### src/rtl/line_cmd_pkg.sv
// Shared constants, entry layout and dispatcher states for the line command queue.
package line_cmd_pkg;

  localparam int COORD_W = 10;
  localparam int RGB_W   = 24;
  localparam int ENTRY_W = 64;

  localparam int Y1_LSB  = 0;
  localparam int X1_LSB  = 10;
  localparam int Y0_LSB  = 20;
  localparam int X0_LSB  = 30;
  localparam int RGB_LSB = 40;

  localparam logic [2:0] OFF_COLOR = 3'd0;
  localparam logic [2:0] OFF_X0    = 3'd1;
  localparam logic [2:0] OFF_Y0    = 3'd2;
  localparam logic [2:0] OFF_X1    = 3'd3;
  localparam logic [2:0] OFF_Y1    = 3'd4;
  localparam logic [2:0] OFF_GO    = 3'd5;

  typedef enum logic [2:0] {
    S_IDLE,
    S_LOAD,
    S_TRIG,
    S_WAIT_BUSY,
    S_WAIT_DONE
  } disp_state_e;

  // Field order gives {rgb, x0, y0, x1, y1} at the LSB positions above.
  typedef struct packed {
    logic [RGB_W-1:0]   rgb;
    logic [COORD_W-1:0] x0;
    logic [COORD_W-1:0] y0;
    logic [COORD_W-1:0] x1;
    logic [COORD_W-1:0] y1;
  } line_cmd_t;

endpackage

### src/rtl/line_cmd_fifo.sv
// Synchronous FIFO; pointers carry an extra wrap bit to tell full from empty.
module line_cmd_fifo #(
  parameter int DEPTH = 8,
  parameter int WIDTH = 64
) (
  input  logic                     clk,
  input  logic                     rst,
  input  logic                     push_i,
  input  logic [WIDTH-1:0]         din_i,
  input  logic                     pop_i,
  output logic [WIDTH-1:0]         dout_o,
  output logic [$clog2(DEPTH):0]   count_o,
  output logic                     full_o,
  output logic                     empty_o
);

  localparam int AW = $clog2(DEPTH);
  localparam logic [AW:0] FULL_CNT = (AW+1)'(DEPTH);

  logic [WIDTH-1:0] mem_q [DEPTH];
  logic [AW:0]      wptr_q, rptr_q;
  logic             do_push, do_pop;

  assign count_o = wptr_q - rptr_q;
  assign full_o  = (count_o == FULL_CNT);
  assign empty_o = (wptr_q == rptr_q);
  assign dout_o  = mem_q[rptr_q[AW-1:0]];

  assign do_push = push_i && !full_o;
  assign do_pop  = pop_i && !empty_o;

  always_ff @(posedge clk) begin
    if (rst) begin
      wptr_q <= '0;
      rptr_q <= '0;
      for (int i = 0; i < DEPTH; i++) mem_q[i] <= '0;
    end else begin
      if (do_push) begin
        mem_q[wptr_q[AW-1:0]] <= din_i;
        wptr_q <= wptr_q + 1'b1;
      end
      if (do_pop) rptr_q <= rptr_q + 1'b1;
    end
  end

endmodule

### src/rtl/line_cmd_queue.sv
// CPU shadow registers, command FIFO and dispatcher feeding the line engine.
// Define LINE_CMD_STATS_EN to build the lines_done completion counter.
module line_cmd_queue
  import line_cmd_pkg::*;
#(
  parameter int DEPTH = 8
) (
  input  logic                      clk,
  input  logic                      rst,
  input  logic                      cpu_wr_en,
  input  logic [2:0]                cpu_addr,
  input  logic [31:0]               cpu_wdata,
  output logic                      q_full,
  output logic [$clog2(DEPTH):0]    q_count,
  output logic                      overflow,
  output logic                      idle,
  input  logic                      LE_ready,
  output logic [COORD_W-1:0]        LE_point,
  output logic [31:0]               LE_color,
  output logic                      LE_x0_valid,
  output logic                      LE_y0_valid,
  output logic                      LE_x1_valid,
  output logic                      LE_y1_valid,
  output logic                      LE_color_valid,
  output logic                      LE_trigger,
  output logic [15:0]               lines_done
);

  line_cmd_t   shadow_q, head;
  logic        overflow_q, go, q_empty, pop;
  logic        unused_wdata;
  disp_state_e state_q, state_d;
  logic [2:0]  idx_q, idx_d;

  assign go           = cpu_wr_en && (cpu_addr == OFF_GO);
  assign unused_wdata = ^cpu_wdata[31:RGB_W];

  always_ff @(posedge clk) begin
    if (rst) begin
      shadow_q   <= '0;
      overflow_q <= 1'b0;
    end else begin
      if (cpu_wr_en) begin
        case (cpu_addr)
          OFF_COLOR: shadow_q.rgb <= cpu_wdata[RGB_W-1:0];
          OFF_X0:    shadow_q.x0  <= cpu_wdata[COORD_W-1:0];
          OFF_Y0:    shadow_q.y0  <= cpu_wdata[COORD_W-1:0];
          OFF_X1:    shadow_q.x1  <= cpu_wdata[COORD_W-1:0];
          OFF_Y1:    shadow_q.y1  <= cpu_wdata[COORD_W-1:0];
          default:   ;
        endcase
      end
      if (go && q_full) overflow_q <= 1'b1;
    end
  end

  line_cmd_fifo #(
    .DEPTH (DEPTH),
    .WIDTH (ENTRY_W)
  ) u_fifo (
    .clk     (clk),
    .rst     (rst),
    .push_i  (go),
    .din_i   (shadow_q),
    .pop_i   (pop),
    .dout_o  (head),
    .count_o (q_count),
    .full_o  (q_full),
    .empty_o (q_empty)
  );

  assign overflow = overflow_q;
  assign idle     = q_empty && (state_q == S_IDLE);

  always_ff @(posedge clk) begin
    if (rst) begin
      state_q <= S_IDLE;
      idx_q   <= '0;
    end else begin
      state_q <= state_d;
      idx_q   <= idx_d;
    end
  end

  always_comb begin
    state_d        = state_q;
    idx_d          = idx_q;
    pop            = 1'b0;
    LE_point       = '0;
    LE_color       = '0;
    LE_x0_valid    = 1'b0;
    LE_y0_valid    = 1'b0;
    LE_x1_valid    = 1'b0;
    LE_y1_valid    = 1'b0;
    LE_color_valid = 1'b0;
    LE_trigger     = 1'b0;
    case (state_q)
      S_IDLE: begin
        if (!q_empty && LE_ready) begin
          state_d = S_LOAD;
          idx_d   = '0;
        end
      end
      S_LOAD: begin
        LE_color = {8'h00, head.rgb};
        unique case (idx_q)
          3'd0: begin LE_x0_valid = 1'b1; LE_point = head.x0; end
          3'd1: begin LE_y0_valid = 1'b1; LE_point = head.y0; end
          3'd2: begin LE_x1_valid = 1'b1; LE_point = head.x1; end
          3'd3: begin LE_y1_valid = 1'b1; LE_point = head.y1; end
          default: LE_color_valid = 1'b1;
        endcase
        if (idx_q == 3'd4) state_d = S_TRIG;
        else idx_d = idx_q + 3'd1;
      end
      S_TRIG: begin
        LE_trigger = 1'b1;
        pop        = 1'b1;
        state_d    = S_WAIT_BUSY;
      end
      S_WAIT_BUSY: if (!LE_ready) state_d = S_WAIT_DONE;
      S_WAIT_DONE: if (LE_ready) state_d = S_IDLE;
      default: state_d = S_IDLE;
    endcase
  end

`ifdef LINE_CMD_STATS_EN
  logic [15:0] lines_q;
  logic        line_done;

  assign line_done = (state_q == S_WAIT_DONE) && LE_ready;

  always_ff @(posedge clk) begin
    if (rst) lines_q <= '0;
    else if (line_done) lines_q <= lines_q + 16'd1;
  end

  assign lines_done = lines_q;
`else
  assign lines_done = '0;
`endif

endmodule

### config.mk
export PLATFORM = sky130hd
export DESIGN_NAME = line_cmd_queue
export DESIGN_NICKNAME = d
export VERILOG_FILES = /design/src/rtl/line_cmd_pkg.sv /design/src/rtl/line_cmd_fifo.sv /design/src/rtl/line_cmd_queue.sv
export SDC_FILE = /design/constraint.sdc
export NUM_CORES = 1
export LEC_CHECK = 0
export BUFFER_PORTS_ARGS = -buffer_cell sky130_fd_sc_hd__buf_2
export CORE_ASPECT_RATIO = 0.7
export CORE_MARGIN = 5
export CORE_UTILIZATION = 60
export CTS_BUF_LIST = sky130_fd_sc_hd__clkbuf_4
export DETAILED_ROUTE_END_ITERATION = 12
export GPL_TIMING_DRIVEN = 0
export PLACE_DENSITY = 0.78
export SLEW_MARGIN = 20
export SYNTH_ARGS = -nofsm -noshare
export SYNTH_HDL_FRONTEND = slang
export SYNTH_SLANG_ARGS = --single-unit
### constraint.sdc
create_clock -name clk -period 7.48 [get_ports clk]
set_input_delay 1.496 -clock clk [delete_from_list [all_inputs] [get_ports clk]]
set_output_delay 1.496 -clock clk [all_outputs]
set_load 0.02 [all_outputs]
==> flow_metrics.env <==
export IMPL_critPathLaunchType="register"
export IMPL_routed_via_density=5.99
export IMPL_synth_enable_flop_cells=512
export IMPL_multi_input_comb_area_sq_um=8750
export IMPL_fp_dieW_um=261
export IMPL_route_detailed_wl_per_inst_um=25.3
export IMPL_power_density_nw_per_um2=227
export IMPL_post_route_cells_drive_above_1_share_pct=27.6
export IMPL_cts_hold_repair_buffers=0
export IMPL_max_vdd_ir_drop_mv=0.153
export IMPL_number_of_search_and_repair_iterations_in_the_first_detailed_routing_pass=6
export IMPL_grt_first_pass_wirelength_um=104000
export IMPL_synth_seq_cells=594
export IMPL_tritoncts="done"
export IMPL_switching_share_pct=22.1
export IMPL_die_area_sq_um=48600
export IMPL_clk_path_buf_depth=3
export IMPL_first_iter_violations=2025
export IMPL_count_of_buffers_inserted_at_the_top_level_ports=76
export IMPL_grt_pass1_vias=16796
export IMPL_core_sq_um=43700
export IMPL_synthArstFlopShare_pct=0
export IMPL_setup_viol_count_final=0
export IMPL_fmaxAchievable_mhz=185
export IMPL_post_route_worst_setup_slack_ns=2.07
export IMPL_clk_insertion_delay_late_ns=0.87
export IMPL_cts_num_sinks=594
export IMPL_top_cells_by_count_synth="512 x sky130_fd_sc_hd__edfxtp_1, 491 x sky130_fd_sc_hd__and2_1, 139 x sky130_fd_sc_hd__nand2_1"
export IMPL_fp_dieH_um=186
export IMPL_final_cells=2774
export IMPL_timing_max_transition_violations_final=0
export IMPL_skew_ns=0.0577
export IMPL_antenna_violations_before_repair=5
export IMPL_routed_wirelength_um=70100
export IMPL_synth_top_area_share_pct=57.9
export IMPL_sequential_cell_area_sq_um=17000
export IMPL_endpoints_failing_hold=0
export IMPL_synth_cells=1802
export IMPL_gp_congestion=0.841
export IMPL_fin_crit_ns=5.41
export IMPL_post_dp_hpwl_um=45200
export IMPL_synth_largest_area_cell="sky130_fd_sc_hd__edfxtp_1"
export IMPL_clock_tree_htree_level_count=4
export IMPL_worst_endpoint_arrival_ns=3.92
export IMPL_final_nets=2114
export IMPL_numCtsBuffers=144
export IMPL_power_report_internal_total_mw=5.34
export IMPL_clkTransAtPathRegs_ns=0.07
export IMPL_required_ns=5.98
export IMPL_remaining_drc_errors=0
export IMPL_initial_utilization_pct=60.7
export IMPL_cts_root_buffer="sky130_fd_sc_hd__clkbuf_4"
export IMPL_io_pin_count=110
export IMPL_timing_slew_headroom_pct=27.1
export IMPL_share_clk_of_total_power_pct=41.9
export IMPL_placedCellCount=2512
export IMPL_overall_overflow_remaining_after_global_route=0
export IMPL_synth_main_ff_cell="sky130_fd_sc_hd__edfxtp_1"
export IMPL_result_of_the_run="finished, final reports clean"
export IMPL_timing_max_cap_violations=0
export IMPL_comb_pwr_share_pct=3.7
export IMPL_yosysSeqAreaShare_pct=64.1
export IMPL_seq_power_share_pct=54.4
export IMPL_postCtsSetupRepairBufs=0
export IMPL_filler_cell_count=3047
export IMPL_std_cell_rows=64
export IMPL_syn_area_sq_um=26500
export IMPL_min_path_type="register to register"
export IMPL_synth_lib_cells_used_distinct=56
export IMPL_area_growth_synth_to_final_pct=13.5
export IMPL_power_switching_mw=1.51
export IMPL_grt_total_usage_pct=29.4
export IMPL_critical_path_peak_fanout=10
export IMPL_syn_mean_instance_area_sq_um=14.7
export IMPL_leakagePower_nw=11.1
export IMPL_num_vias=16605
export IMPL_synthTopCellsByArea="sky130_fd_sc_hd__edfxtp_1 58%, sky130_fd_sc_hd__and2_1 12%, sky130_fd_sc_hd__mux4_2 11%"
export IMPL_tightest_slew_ns=1.09
export IMPL_largest_net_degree_at_the_start_of_global_routing=42
export IMPL_rsz_0062_raised_after_global_routing="false"
export IMPL_period_share_pct=72.4
export IMPL_post_placement_worst_setup_slack_ns=2.67
export IMPL_post_synth_top_count_cell="sky130_fd_sc_hd__edfxtp_1"
export IMPL_route_antenna_remaining_nets=0
export IMPL_timing_critical_path_to_type="output port"
export IMPL_path_class="register to output port"
export IMPL_synth_warnings=0
export IMPL_ctsResizeCount=0
==> area by class of cell <==
type,count,share of cell area (%)
Antenna cell,4,0.0332
Buffer,136,2.91
Clock buffer,224,5.58
Clock inverter,34,0.980
Inverter,10,0.125
Multi-Input combinational cell,1085,29.0
Sequential cell,594,56.5
Tap cell,594,2.47
Timing Repair Buffer,93,2.39
==> sequential cells by signal (all words and copies together), names as in the netlist, named ones only <==
| name | cells |
|---|---|
| u_fifo.mem_q | 512 |
| shadow_q | 64 |
| u_fifo.rptr_q | 4 |
| u_fifo.wptr_q | 4 |
| idx_q | 3 |
| state_q | 3 |
| overflow | 1 |
==> metrics by stage <==
stage	instance area [sq um]	power [mW]	hold slack, ns	setup TNS [ns]	utilization, %
after floorplan	26600	3.93	0.465	0	-
after global placement	27800	4.02	0.450	-109.99	63.5
after detailed placement	28100	4.05	0.452	0	64.4
after CTS	30100	6.86	0.474	0	68.9
after global routing	30100	7.09	0.512	0	68.9
final	30100	6.85	0.471	0	68.9
==> power groups by stage <==
stage	sequential, mW	combinational (mW)	clock [mW]
2_1_floorplan	3.79	0.140	0
3_3_place_gp	3.80	0.222	0
3_5_place_dp	3.80	0.250	0
4_1_cts	3.73	0.251	2.89
5_1_grt	3.73	0.265	3.09
6_report	3.73	0.256	2.87
==> final timing paths <==
path | cells after the start | start | slack (ns) | to
setup / recovery | 7 | register | 2.07 | LE_color[5]
hold / removal | 2 | overflow | 0.47 | overflow
setup reg to reg | 10 | u_fifo.wptr_q[0] | 3.61 | u_fifo.mem_q[1][62]
hold reg to reg | 2 | overflow | 0.47 | overflow
==> metal layers <==
layer	track usage [%]	part of all wire, %	vias to the layer above	wire length (um)
li1	-	-	7125	-
met1	40.4	38	8250	26400
met4	9.20	2.8	2	1930
met2	45.0	46	1063	32500
met5	0	0.026	-	18
met3	10.2	13	165	9240
==> kinds of logic (layout without fill, tap and decap cells) <==
family / after synthesis / count (layout) / synth area share, %
and+or+nand+nor: 755 / 755 / 16.5
DFF: 594 / 594 / 64.1
muxes: 154 / 154 / 11.8
buffers and inverters: 146 / 497 / 3.44
AOI/OAI and AO/OA: 135 / 135 / 3.33
adders and majority gates: 11 / 11 / 0.547
xor gates and xnor gates: 6 / 6 / 0.226
other: 1 / 28 / 0.0141
==> cell usage in the layout (no fill, tap or decap), types with 4 or more instances in the layout <==
cell type / instances
sky130_fd_sc_hd__inv_1: 10
sky130_fd_sc_hd__or2_4: 7
sky130_fd_sc_hd__clkbuf_4: 224
sky130_fd_sc_hd__buf_1: 11
sky130_fd_sc_hd__a22o_1: 10
sky130_fd_sc_hd__buf_2: 90
sky130_fd_sc_hd__and2_2: 4
sky130_fd_sc_hd__a22oi_1: 21
sky130_fd_sc_hd__clkbuf_2: 11
sky130_fd_sc_hd__and2_1: 491
sky130_fd_sc_hd__buf_12: 9
sky130_fd_sc_hd__nand3_1: 4
sky130_fd_sc_hd__and2_4: 21
sky130_fd_sc_hd__and3_1: 4
sky130_fd_sc_hd__a31oi_1: 11
sky130_fd_sc_hd__clkinv_1: 23
sky130_fd_sc_hd__ha_1: 10
sky130_fd_sc_hd__dfxtp_1: 82
sky130_fd_sc_hd__a221oi_1: 10
sky130_fd_sc_hd__nor2b_1: 6
sky130_fd_sc_hd__nor2_1: 43
sky130_fd_sc_hd__nor3_1: 4
sky130_fd_sc_hd__mux4_2: 128
sky130_fd_sc_hd__bufinv_16: 6
sky130_fd_sc_hd__buf_4: 44
sky130_fd_sc_hd__mux2i_1: 26
sky130_fd_sc_hd__a21oi_1: 72
sky130_fd_sc_hd__buf_16: 5
sky130_fd_sc_hd__nor3_2: 5
sky130_fd_sc_hd__conb_1: 24
sky130_fd_sc_hd__edfxtp_1: 512
sky130_fd_sc_hd__xnor2_1: 4
sky130_fd_sc_hd__buf_6: 24
sky130_fd_sc_hd__nand2b_1: 5
sky130_fd_sc_hd__nand2_1: 139
sky130_fd_sc_hd__diode_2: 4
sky130_fd_sc_hd__clkbuf_1: 35
==> worst max-delay path, cell delays in order (launching register included) <==
cell	delay, ns
sky130_fd_sc_hd__dfxtp_1	0.43
sky130_fd_sc_hd__buf_2	0.26
sky130_fd_sc_hd__buf_1	0.83
sky130_fd_sc_hd__clkbuf_1	0.68
sky130_fd_sc_hd__mux4_2	0.42
sky130_fd_sc_hd__mux2i_1	0.24
sky130_fd_sc_hd__nor2_1	0.06
sky130_fd_sc_hd__buf_2	0.18
Power figures use the tool's default switching activity.
